===== config.mk =====
export PLATFORM = sky130hd
export DESIGN_NAME = struct_pair_packer
export DESIGN_NICKNAME = d
export VERILOG_FILES = /design/src/rtl/struct_pair_packer.sv
export SDC_FILE = /design/constraint.sdc
export NUM_CORES = 1
export LEC_CHECK = 0
export BUFFER_PORTS_ARGS = -buffer_cell sky130_fd_sc_hd__buf_2
export CAP_MARGIN = 20
export CORE_MARGIN = 5
export CORE_UTILIZATION = 56
export DETAILED_ROUTE_END_ITERATION = 10
export PLACE_DENSITY = 0.84
export SETUP_SLACK_MARGIN = 0.1
export SYNTH_ARGS = -nofsm -noshare
export SYNTH_HDL_FRONTEND = slang
export SYNTH_SLANG_ARGS = --single-unit

===== constraint.sdc =====
create_clock -name clk -period 9.7 [get_ports clk]
set_clock_uncertainty 0.1 [all_clocks]
set_input_delay 0.97 -clock clk [delete_from_list [all_inputs] [get_ports clk]]
set_output_delay 0.97 -clock clk [all_outputs]
set_load 0.02 [all_outputs]

===== src/rtl/struct_pair_packer.sv =====
// Packs consecutive int words of a valid/ready stream into {a,b} structs.
// Odd bursts closed by in_last flush a partial struct with b zeroed.
module struct_pair_packer #(
  parameter int DATA_W = 32,
  parameter int CNT_W  = 16
) (
  input  logic                clk,
  input  logic                rst,
  input  logic                in_valid,
  output logic                in_ready,
  input  logic [DATA_W-1:0]   in_data,
  input  logic                in_last,
  output logic                out_valid,
  input  logic                out_ready,
  output logic [2*DATA_W-1:0] out_struct,
  output logic                out_partial,
  output logic                out_last,
  output logic [CNT_W-1:0]    pair_count
);

  typedef struct packed {
    logic [DATA_W-1:0] a;
    logic [DATA_W-1:0] b;
  } pair_t;

  typedef enum logic [1:0] {
    IDLE   = 2'd0,
    HAVE_A = 2'd1,
    FLUSH  = 2'd2
  } state_t;

  state_t            state_q, state_d;
  logic [DATA_W-1:0] hold_a_q, hold_a_d;
  pair_t             out_q, out_d;
  logic              valid_q, valid_d;
  logic              part_q, part_d;
  logic              last_q, last_d;
  logic [CNT_W-1:0]  cnt_q, cnt_d;

  logic out_space;
  logic accept;
  logic out_hs;
  logic rdy;

  assign out_space = !valid_q || out_ready;
  assign out_hs    = valid_q && out_ready;
  assign accept    = in_valid && rdy;

  always_comb begin
    rdy = 1'b0;
    unique case (state_q)
      IDLE:    rdy = 1'b1;
      HAVE_A:  rdy = out_space;
      FLUSH:   rdy = 1'b0;
      default: rdy = 1'b0;
    endcase
  end

  // Ready is forced low while reset is held so nothing is taken mid-reset.
  assign in_ready = rdy && !rst;

  always_comb begin
    state_d  = state_q;
    hold_a_d = hold_a_q;
    out_d    = out_q;
    part_d   = part_q;
    last_d   = last_q;
    valid_d  = out_hs ? 1'b0 : valid_q;
    unique case (state_q)
      IDLE: begin
        if (accept) begin
          hold_a_d = in_data;
          state_d  = in_last ? FLUSH : HAVE_A;
        end
      end
      HAVE_A: begin
        if (accept) begin
          out_d.a = hold_a_q;
          out_d.b = in_data;
          valid_d = 1'b1;
          part_d  = 1'b0;
          last_d  = in_last;
          state_d = IDLE;
        end
      end
      FLUSH: begin
        if (out_space) begin
          out_d.a = hold_a_q;
          out_d.b = '0;
          valid_d = 1'b1;
          part_d  = 1'b1;
          last_d  = 1'b1;
          state_d = IDLE;
        end
      end
      default: state_d = IDLE;
    endcase
  end

  always_comb begin
    cnt_d = cnt_q;
    if (out_hs && !part_q && (cnt_q != {CNT_W{1'b1}})) begin
      cnt_d = cnt_q + 1'b1;
    end
  end

  always_ff @(posedge clk or posedge rst) begin
    if (rst) begin
      state_q  <= IDLE;
      hold_a_q <= '0;
      out_q    <= '0;
      valid_q  <= 1'b0;
      part_q   <= 1'b0;
      last_q   <= 1'b0;
      cnt_q    <= '0;
    end else begin
      state_q  <= state_d;
      hold_a_q <= hold_a_d;
      out_q    <= out_d;
      valid_q  <= valid_d;
      part_q   <= part_d;
      last_q   <= last_d;
      cnt_q    <= cnt_d;
    end
  end

  assign out_valid   = valid_q;
  assign out_struct  = out_q;
  assign out_partial = part_q;
  assign out_last    = last_q;
  assign pair_count  = cnt_q;

endmodule


==> impl_metrics.env, run 1 <==
export IMPL_use_met2_pct=35.1
export IMPL_mostFrequentLayoutCells="120 x buf_2, 117 x dfrtp_1, 58 x mux2_2"
export IMPL_synth_cells=317
export IMPL_rsz0062_at_grt="false"
export IMPL_dieHeight_um=101
export IMPL_hold_viol_final=0
export IMPL_regArea_mm2=0.00293
export IMPL_dpl_cell_count=531
export IMPL_io_pins=121
export IMPL_synth_nets=358
export IMPL_fmax_mhz=356
export IMPL_die_width_um=101
export IMPL_grt_overflow_total=0
export IMPL_power_switching_w=0.000726
export IMPL_mostFrequentLayoutCell="buf_2"
export IMPL_core_mm2=0.00813
export IMPL_dieArea_mm2=0.0102
export IMPL_p_leak_nw=2.99
export IMPL_diodes=0
export IMPL_routedWlPerCell_um=18.3
export IMPL_grt_pass1_vias=3319
export IMPL_p_clk_share_pct=30.5
export IMPL_ys_seq_area_share_pct=63.2
export IMPL_avgSynthCellArea_um2=14.6
export IMPL_drive_gt1_share_pct=49.8
export IMPL_clkLatencyLatePin_ns=0.51
export IMPL_io_buffers=120
export IMPL_final_cells=563
export IMPL_track_usage_pct=21.3
export IMPL_clk_pin_slew_ns=0.05
export IMPL_grt_antenna_before_repair=0
export IMPL_setup_violations=0
export IMPL_cts_tree="yes"
export IMPL_hold_class="reg -> reg"
export IMPL_r2r_setup_slack_ns=7.26
export IMPL_min_period_ns=2.81
export IMPL_netlist_area_mm2=0.00463
export IMPL_drtIter0Drc=82
export IMPL_start_kind="input port"
export IMPL_ant_nets=0
export IMPL_grt_first_pass_wirelength_um=16700
export IMPL_endpoint_kind="output pin"
export IMPL_comb_power_share_pct=33.0
export IMPL_syn2layout_area_growth_pct=28.6
export IMPL_fin_nets=486
export IMPL_tns_ns=0
export IMPL_cts_repair_resized=0
export IMPL_swShare_pct=33.6
export IMPL_start_util_pct=57.0
export IMPL_routed_wl_um=10300
export IMPL_tightest_slew_ns=0.836
export IMPL_ys_seq_elements=117
export IMPL_multi_input_area_mm2=0.00160
export IMPL_slew_headroom_pct=44.3
export IMPL_synth_cell_types=42
export IMPL_first_pass_iters=5
export IMPL_cts_setup_buffers=0
export IMPL_outcome="completed"
export IMPL_hpwl_um=6660
export IMPL_slew_viol_final=0
export IMPL_numClockSinks=117
export IMPL_h_tree_depth=4
export IMPL_async_flop_share_pct=100
export IMPL_synth_edf_count=0
export IMPL_drcViolationCount=0
export IMPL_grt_util_met3_pct=8.51
export IMPL_pwr_density_cell_mw_per_mm2=363
export IMPL_ctsHoldBuffers=0
export IMPL_cp_max_fo=6
export IMPL_grt_busiest_layer="met2"
export IMPL_yosys_most_used_dff="dfrtp_1"
export IMPL_p_int_w=0.00144
export IMPL_fin_hold_ws_ns=0.399
export IMPL_grt_max_degree=68
export IMPL_cts_buffers=17
export IMPL_utilization_pct=73.3
export IMPL_viasPerCell=5.48
export IMPL_gp_congestion=0.793
export IMPL_row_count=33
export IMPL_clk_path_buf_depth=2
export IMPL_num_fill_cells=539
export IMPL_fin_crit_sh_pct=28.9
export IMPL_max_cap_violations=0
export IMPL_power_w=0.00217
export IMPL_synth_warnings=0
export IMPL_vdd_ir_drop_max_v=0.000233
export IMPL_vias=3087
export IMPL_p_seq_share_pct=36.5
export IMPL_clock_root_buffer="clkbuf_8"
export IMPL_required_ns=8.63
export IMPL_grtUsageMet1_pct=26.1
export IMPL_cp_data_arrival_time_ns=1.74
export IMPL_path_class="in -> out"
path summary, 6_finish.rpt:
path,from,end,cells after the start
worst max-delay path,out_ready,in_ready,5
worst max register to register,state_q[0],out_struct[46],7
min in group asynchronous,rst,out_struct[29],2
worst min register to register,hold_a_q[1],out_struct[33],1
max in group asynchronous,rst,out_struct[58],3
worst min-delay path,hold_a_q[1],out_struct[33],1
worst max-delay path: stages:
cell	delay (ns)
buf_2	0.12
nand2b_1	0.22
a21oi_1	0.22
nor2_1	0.05
buf_2	0.15
flip-flops by register name, summed over array words and instances (netlist names):
signal / flops
pair_count: 16
out_last: 1
hold_a_q: 32
out_struct: 64
state_q: 2
out_valid: 1
out_partial: 1
cells in the mapped netlist (2+ instances only):
library cell,count,area (µm²)
mux2i_1,2,20.0
nand3_1,2,10.0
nor2_1,6,22.5
inv_1,8,30.0
o21ai_0,2,10.0
nand2_1,11,41.3
mux2_4,6,90.1
a22o_1,32,280
buf_2,13,65.1
nand4_1,4,25.0
mux2_2,58,653
xnor2_1,6,52.6
a21oi_1,6,30.0
ha_1,4,50.1
and3_1,3,18.8
nor3_1,2,10.0
dfrtp_1,117,2930
o21a_1,2,15.0
xor2_1,7,61.3
o211ai_1,3,22.5
a31oi_1,2,12.5
metal layers:
| metal | part of all wire [%] | vias up |
|---|---|---|
| met1 | 41 | 1572 |
| met2 | 51 | 97 |
| met3 | 7.7 | 9 |
| met5 | 0 | - |
| met4 | 0.78 | 0 |
| li1 | - | 1409 |
layout make-up:
type | instances | area share [%]
clock buffers | 19 | 7.41
clock inverters | 13 | 3.25
well taps | 105 | 2.20
inverters | 9 | 0.609
multi-input cells | 176 | 26.8
repair buffers | 124 | 10.6
flip-flops and latches | 117 | 49.1
kinds of logic (layout without fill, tap and decap cells):
group	Yosys count	in the layout	share of synthesized area (%)
adder cells (fa/ha/maj)	4	4	1.08
AO/OA/AOI/OAI	53	53	9.31
AND/OR/NAND/NOR	39	39	4.73
XOR/XNOR	13	13	2.46
multiplexers	67	67	16.7
flip-flops	117	117	63.2
buffers and inverters	24	165	2.54
per-stage QoR:
| stage | worst slack, ns | area, µm² |
|---|---|---|
| 2_1_floorplan | 5.53 | 4630 |
| 4_1_cts | 6.91 | 5960 |
| 3_5_place_dp | 6.80 | 5320 |
| 6_report | 6.89 | 5960 |
| 5_1_grt | 6.80 | 5960 |
| 3_3_place_gp | 6.89 | 5320 |
power by group through the flow:
| stage | logic (W) | clock network, W | registers [W] |
|---|---|---|---|
| floorplan | 0.000375 | 0 | 0.000913 |
| global placement | 0.000687 | 0 | 0.000780 |
| detailed placement | 0.000716 | 0 | 0.000792 |
| CTS | 0.000725 | 0.000671 | 0.000791 |
| global route | 0.000770 | 0.000694 | 0.000813 |
| finish | 0.000714 | 0.000661 | 0.000791 |
Power figures use the tool's default switching activity.
==> run 2: changes to the inputs <==
--- a/config.mk
+++ b/config.mk
@@ -8,9 +8,9 @@
 export BUFFER_PORTS_ARGS = -buffer_cell sky130_fd_sc_hd__buf_2
 export CAP_MARGIN = 20
 export CORE_MARGIN = 5
-export CORE_UTILIZATION = 56
+export CORE_UTILIZATION = 47
 export DETAILED_ROUTE_END_ITERATION = 10
-export PLACE_DENSITY = 0.84
+export PLACE_DENSITY = 0.75
 export SETUP_SLACK_MARGIN = 0.1
 export SYNTH_ARGS = -nofsm -noshare
 export SYNTH_HDL_FRONTEND = slang
==> constraint.sdc (replaced) <==
create_clock -name clk -period 2.4 [get_ports clk]
set_clock_uncertainty 0.1 [all_clocks]
set_input_delay 0.24 -clock clk [delete_from_list [all_inputs] [get_ports clk]]
set_output_delay 0.24 -clock clk [all_outputs]
set_load 0.02 [all_outputs]
==> impl_metrics.env, run 2 (synthesis results as in run 1) <==
export IMPL_outcome="completed"
export IMPL_drtIter0Drc=107
export IMPL_min_period_ns=2.05
export IMPL_clock_root_buffer="clkbuf_8"
export IMPL_row_count=36
export IMPL_ant_nets=0
export IMPL_first_pass_iters=4
export IMPL_drcViolationCount=0
export IMPL_cts_setup_buffers=0
export IMPL_clk_pin_slew_ns=0.05
export IMPL_tightest_slew_ns=0.507
export IMPL_max_cap_violations=0
export IMPL_setup_violations=0
export IMPL_clk_path_buf_depth=2
export IMPL_h_tree_depth=4
export IMPL_io_buffers=120
export IMPL_dieHeight_um=109
export IMPL_drive_gt1_share_pct=46.3
export IMPL_multi_input_area_mm2=0.00160
export IMPL_largest_reg_flops=64
export IMPL_use_met2_pct=29.4
export IMPL_tns_ns=0
export IMPL_holdPathStages=4
export IMPL_pwr_density_cell_mw_per_mm2=1350
export IMPL_power_w=0.00852
export IMPL_cp_max_fo=27
export IMPL_routedWlPerCell_um=16.0
export IMPL_r2r_setup_slack_ns=0.35
export IMPL_num_fill_cells=727
export IMPL_hp_start="in_valid"
export IMPL_dpl_instance_area_mm2=0.00542
export IMPL_rsz0062_at_grt="false"
export IMPL_viasPerCell=5.11
export IMPL_slew_headroom_pct=65.9
export IMPL_grt_max_degree=78
export IMPL_grt_overflow_total=0
export IMPL_fmax_mhz=487
export IMPL_fin_crit_sh_pct=85.6
export IMPL_start_util_pct=47.9
export IMPL_fin_area_mm2=0.00633
export IMPL_cts_tree="yes"
export IMPL_grt_pass1_vias=3372
export IMPL_routed_wl_um=10000
export IMPL_endpoint_kind="register"
export IMPL_diodes=0
export IMPL_path_class="reg -> reg"
export IMPL_slew_viol_final=0
export IMPL_dieArea_mm2=0.0119
export IMPL_whs_endpoint="out_valid"
export IMPL_worstReg2RegEnd="out_struct[49]"
export IMPL_hpwl_um=6700
export IMPL_mostFrequentLayoutCell="buf_2"
export IMPL_numClockSinks=117
export IMPL_regArea_mm2=0.00293
export IMPL_r2r_start="state_q[0]"
export IMPL_grtUsageMet1_pct=23.4
export IMPL_required_ns=2.66
export IMPL_mostFrequentLayoutCells="120 x buf_2, 117 x dfrtp_1, 58 x mux2_2"
export IMPL_crit_start="state_q[0]"
export IMPL_grt_busiest_layer="met2"
export IMPL_gp_congestion=0.817
export IMPL_start_kind="register"
export IMPL_hold_class="in -> reg"
export IMPL_clkLatencyLatePin_ns=0.48
export IMPL_die_width_um=109
export IMPL_cts_buffers=17
export IMPL_vias=3212
export IMPL_vdd_ir_drop_max_v=0.000725
export IMPL_grt_antenna_before_repair=0
export IMPL_track_usage_pct=17.9
export IMPL_fin_hold_ws_ns=0.0652
export IMPL_io_pins=121
export IMPL_grt_first_pass_wirelength_um=16600
export IMPL_fin_nets=523
export IMPL_grt_util_met3_pct=5.17
export IMPL_reg2reg_depth=7
export IMPL_hold_viol_final=0
export IMPL_p_leak_nw=3.14
export IMPL_syn2layout_area_growth_pct=36.7
export IMPL_cp_data_arrival_time_ns=2.31
export IMPL_core_mm2=0.00968
-- run 2: cell count changes in the layout (fill, tap and decap cells not counted) --
cell           before  now
bufinv_16           4    2
clkbuf_1            0    2
clkinv_2            0    3
inv_6               3    1
dlygate4sd3_1       0   34
inv_4               1    0
buf_12              0    3
clkinvlp_4          4    2
clkinv_4            2    4
-- run 2: through the flow --
step / cells / utilization, % / setup slack, ns
2_1_floorplan: 317 / - / 0.534
3_3_place_gp: 562 / 56.0 / 0.432
3_5_place_dp: 562 / 56.0 / 0.342
4_1_cts: 628 / 65.4 / 0.328
5_1_grt: 628 / 65.4 / 0.232
6_report: 628 / 65.4 / 0.346
-- run 2: timing repair --
| action | 4_1_cts | 5_1_grt |
|---|---|---|
| hold buffers | 34 | 0 |
| hold endpoints to repair | 184 | 0 |
| gates resized for setup | 0 | 0 |
| endpoints found under the setup margin | 0 | 0 |
-- run 2: how the worst max path moves through the flow --
stage | to | slack [ns]
final | out_struct[49] | 0.35
after global routing | out_struct[49] | 0.23
after CTS | out_struct[49] | 0.33
after detailed placement | out_struct[45] | 0.34
after global placement | out_struct[54] | 0.43
after floorplan | out_struct[32] | 0.53
-- run 2: final cells by class --
class,count,share of cell area [%]
Clock buffer,21,7.09
Clock inverter,11,1.99
Inverter,9,0.593
Multi-Input combinational cell,176,25.2
Sequential cell,117,46.2
Tap cell,133,2.63
Timing Repair Buffer,161,16.3
-- run 2: where the power goes --
| part | switching, W | internal, W | leakage, nW | total [W] |
|---|---|---|---|---|
| sequential | 0.000426 | 0.00275 | 1.45 | 0.00318 |
| clock | 0.000852 | 0.00154 | 0.282 | 0.00239 |
| combinational | 0.00155 | 0.00140 | 1.41 | 0.00295 |
| total | 0.00283 | 0.00569 | 3.14 | 0.00852 |
-- run 2: worst max-delay path, stage by stage (launching register included) --
cell     delay, ns
dfrtp_1       0.38
inv_1         0.10
ha_1          0.25
inv_2         0.07
a21oi_1       0.14
o32a_2        0.18
buf_4         0.31
mux2_2        0.39
-- run 2: metal layers --
layer	wire, µm	vias up
met3	609	4
met2	5040	85
met4	68	0
met5	0	-
li1	-	1488
met1	4330	1635
==> run 3: changes to the inputs <==
--- a/config.mk
+++ b/config.mk
@@ -7,10 +7,9 @@
 export LEC_CHECK = 0
 export BUFFER_PORTS_ARGS = -buffer_cell sky130_fd_sc_hd__buf_2
 export CAP_MARGIN = 20
-export CORE_MARGIN = 5
-export CORE_UTILIZATION = 47
+export CORE_UTILIZATION = 45
 export DETAILED_ROUTE_END_ITERATION = 10
-export PLACE_DENSITY = 0.75
+export PLACE_DENSITY = 0.72
 export SETUP_SLACK_MARGIN = 0.1
 export SYNTH_ARGS = -nofsm -noshare
 export SYNTH_HDL_FRONTEND = slang
==> impl_metrics.env, run 3 (synthesis results as in run 1) <==
export IMPL_outcome="completed"
export IMPL_required_ns=2.69
export IMPL_numClockSinks=117
export IMPL_dieHeight_um=103
export IMPL_drive_gt1_share_pct=46.7
export IMPL_h_tree_depth=4
export IMPL_fin_hold_ws_ns=0.0458
export IMPL_start_util_pct=47.0
export IMPL_diodes=0
export IMPL_path_class="reg -> reg"
export IMPL_tns_ns=0
export IMPL_routed_wl_um=9770
export IMPL_grt_antenna_before_repair=0
export IMPL_rsz0062_at_grt="false"
export IMPL_tightest_slew_ns=0.688
export IMPL_hold_class="in -> reg"
export IMPL_fin_crit_sh_pct=85.2
export IMPL_p_leak_nw=3.14
export IMPL_num_fill_cells=751
export IMPL_viasPerCell=5.13
export IMPL_grt_first_pass_wirelength_um=15800
export IMPL_largest_reg_flops=64
export IMPL_row_count=36
export IMPL_reg2reg_depth=7
export IMPL_fin_nets=523
export IMPL_drtIter0Drc=69
export IMPL_vias=3222
export IMPL_gp_congestion=0.820
export IMPL_min_period_ns=2.04
export IMPL_routedWlPerCell_um=15.6
export IMPL_cts_tree="yes"
export IMPL_hold_viol_final=0
export IMPL_clkLatencyLatePin_ns=0.51
export IMPL_clk_path_buf_depth=2
export IMPL_hpwl_um=6360
export IMPL_ant_nets=0
export IMPL_cts_buffers=17
export IMPL_holdPathStages=4
export IMPL_mostFrequentLayoutCell="buf_2"
export IMPL_ctsHoldBuffers=34
export IMPL_max_cap_violations=0
export IMPL_grt_max_degree=48
export IMPL_start_kind="register"
export IMPL_dieArea_mm2=0.0107
export IMPL_slew_headroom_pct=54.0
export IMPL_track_usage_pct=20.0
export IMPL_grt_overflow_total=0
export IMPL_syn2layout_area_growth_pct=37.6
export IMPL_slew_viol_final=0
export IMPL_first_pass_iters=4
export IMPL_setup_violations=0
export IMPL_endpoint_kind="register"
export IMPL_vdd_ir_drop_max_v=0.000641
export IMPL_io_pins=121
export IMPL_fmax_mhz=489
export IMPL_die_width_um=103
export IMPL_core_mm2=0.00986
export IMPL_cts_repair_resized=0
export IMPL_grt_pass1_vias=3244
export IMPL_cp_max_fo=24
export IMPL_io_buffers=120
export IMPL_cts_setup_buffers=0
export IMPL_pwr_density_cell_mw_per_mm2=1360
export IMPL_drcViolationCount=0
export IMPL_cp_data_arrival_time_ns=2.33
export IMPL_clock_root_buffer="clkbuf_8"
export IMPL_clk_pin_slew_ns=0.06
export IMPL_mostFrequentLayoutCells="120 x buf_2, 117 x dfrtp_1, 58 x mux2_2"
export IMPL_utilization_pct=64.6
==> run 3: cell count changes in the layout (fill, tap and decap cells not counted), sizes merged <==
| cell | change |
|---|---|
| clkbuf | -3 |
| inv | +2 |
| bufinv | +1 |
| clkinvlp | +4 |
| clkinv | -4 |
==> run 3: worst max-delay path: stages (launching register included) <==
cell and delay [ns]:
dfrtp_1 0.37, inv_1 0.10, ha_1 0.25, inv_2 0.07, a21oi_1 0.15, o32a_2 0.18
buf_4 0.31, mux2_2 0.37
==> run 3: metrics by stage <==
stage,worst slack [ns],power (W),instance area (µm²),cells
after floorplan,0.534,0.00521,4640,317
after global placement,0.431,0.00600,5430,562
after detailed placement,0.352,0.00613,5430,562
after CTS,0.342,0.00876,6380,628
after global routing,0.233,0.00914,6380,628
final,0.356,0.00865,6380,628
==> run 3: worst paths after layout <==
path | slack [ns] | from | to
worst max-delay path | 0.36 | state_q[0] | out_struct[62]
worst min-delay path | 0.05 | in_valid | out_valid
worst max register to register | 0.36 | state_q[0] | out_struct[62]
worst min register to register | 0.39 | pair_count[14] | pair_count[14]
max in group asynchronous | 1.25 | rst | out_last
min in group asynchronous | 0.29 | rst | pair_count[13]
==> run 3: per-layer routing <==
layer / track usage (%) / part of all wire [%]
met1: 23.9 / 44
met2: 33.4 / 49
met3: 5.98 / 5.4
met4: 8.78 / 1.4
met5: 0 / 0
==> run 3: final cells by class <==
cell class / instances / area (µm²) / share of cell area [%]
clock buffers: 18 / 428 / 6.71
clock inverters: 14 / 176 / 2.77
inverters: 9 / 37.5 / 0.589
multi-input cells: 176 / 1600 / 25.0
flip-flops and latches: 117 / 2930 / 45.9
well taps: 133 / 166 / 2.61
repair buffers: 161 / 1040 / 16.4
==> run 3: where the power goes <==
part | switching, W | internal (W) | total (W)
registers | 0.000396 | 0.00275 | 0.00315
logic | 0.00156 | 0.00140 | 0.00296
clock network | 0.000922 | 0.00162 | 0.00254
total | 0.00288 | 0.00577 | 0.00865
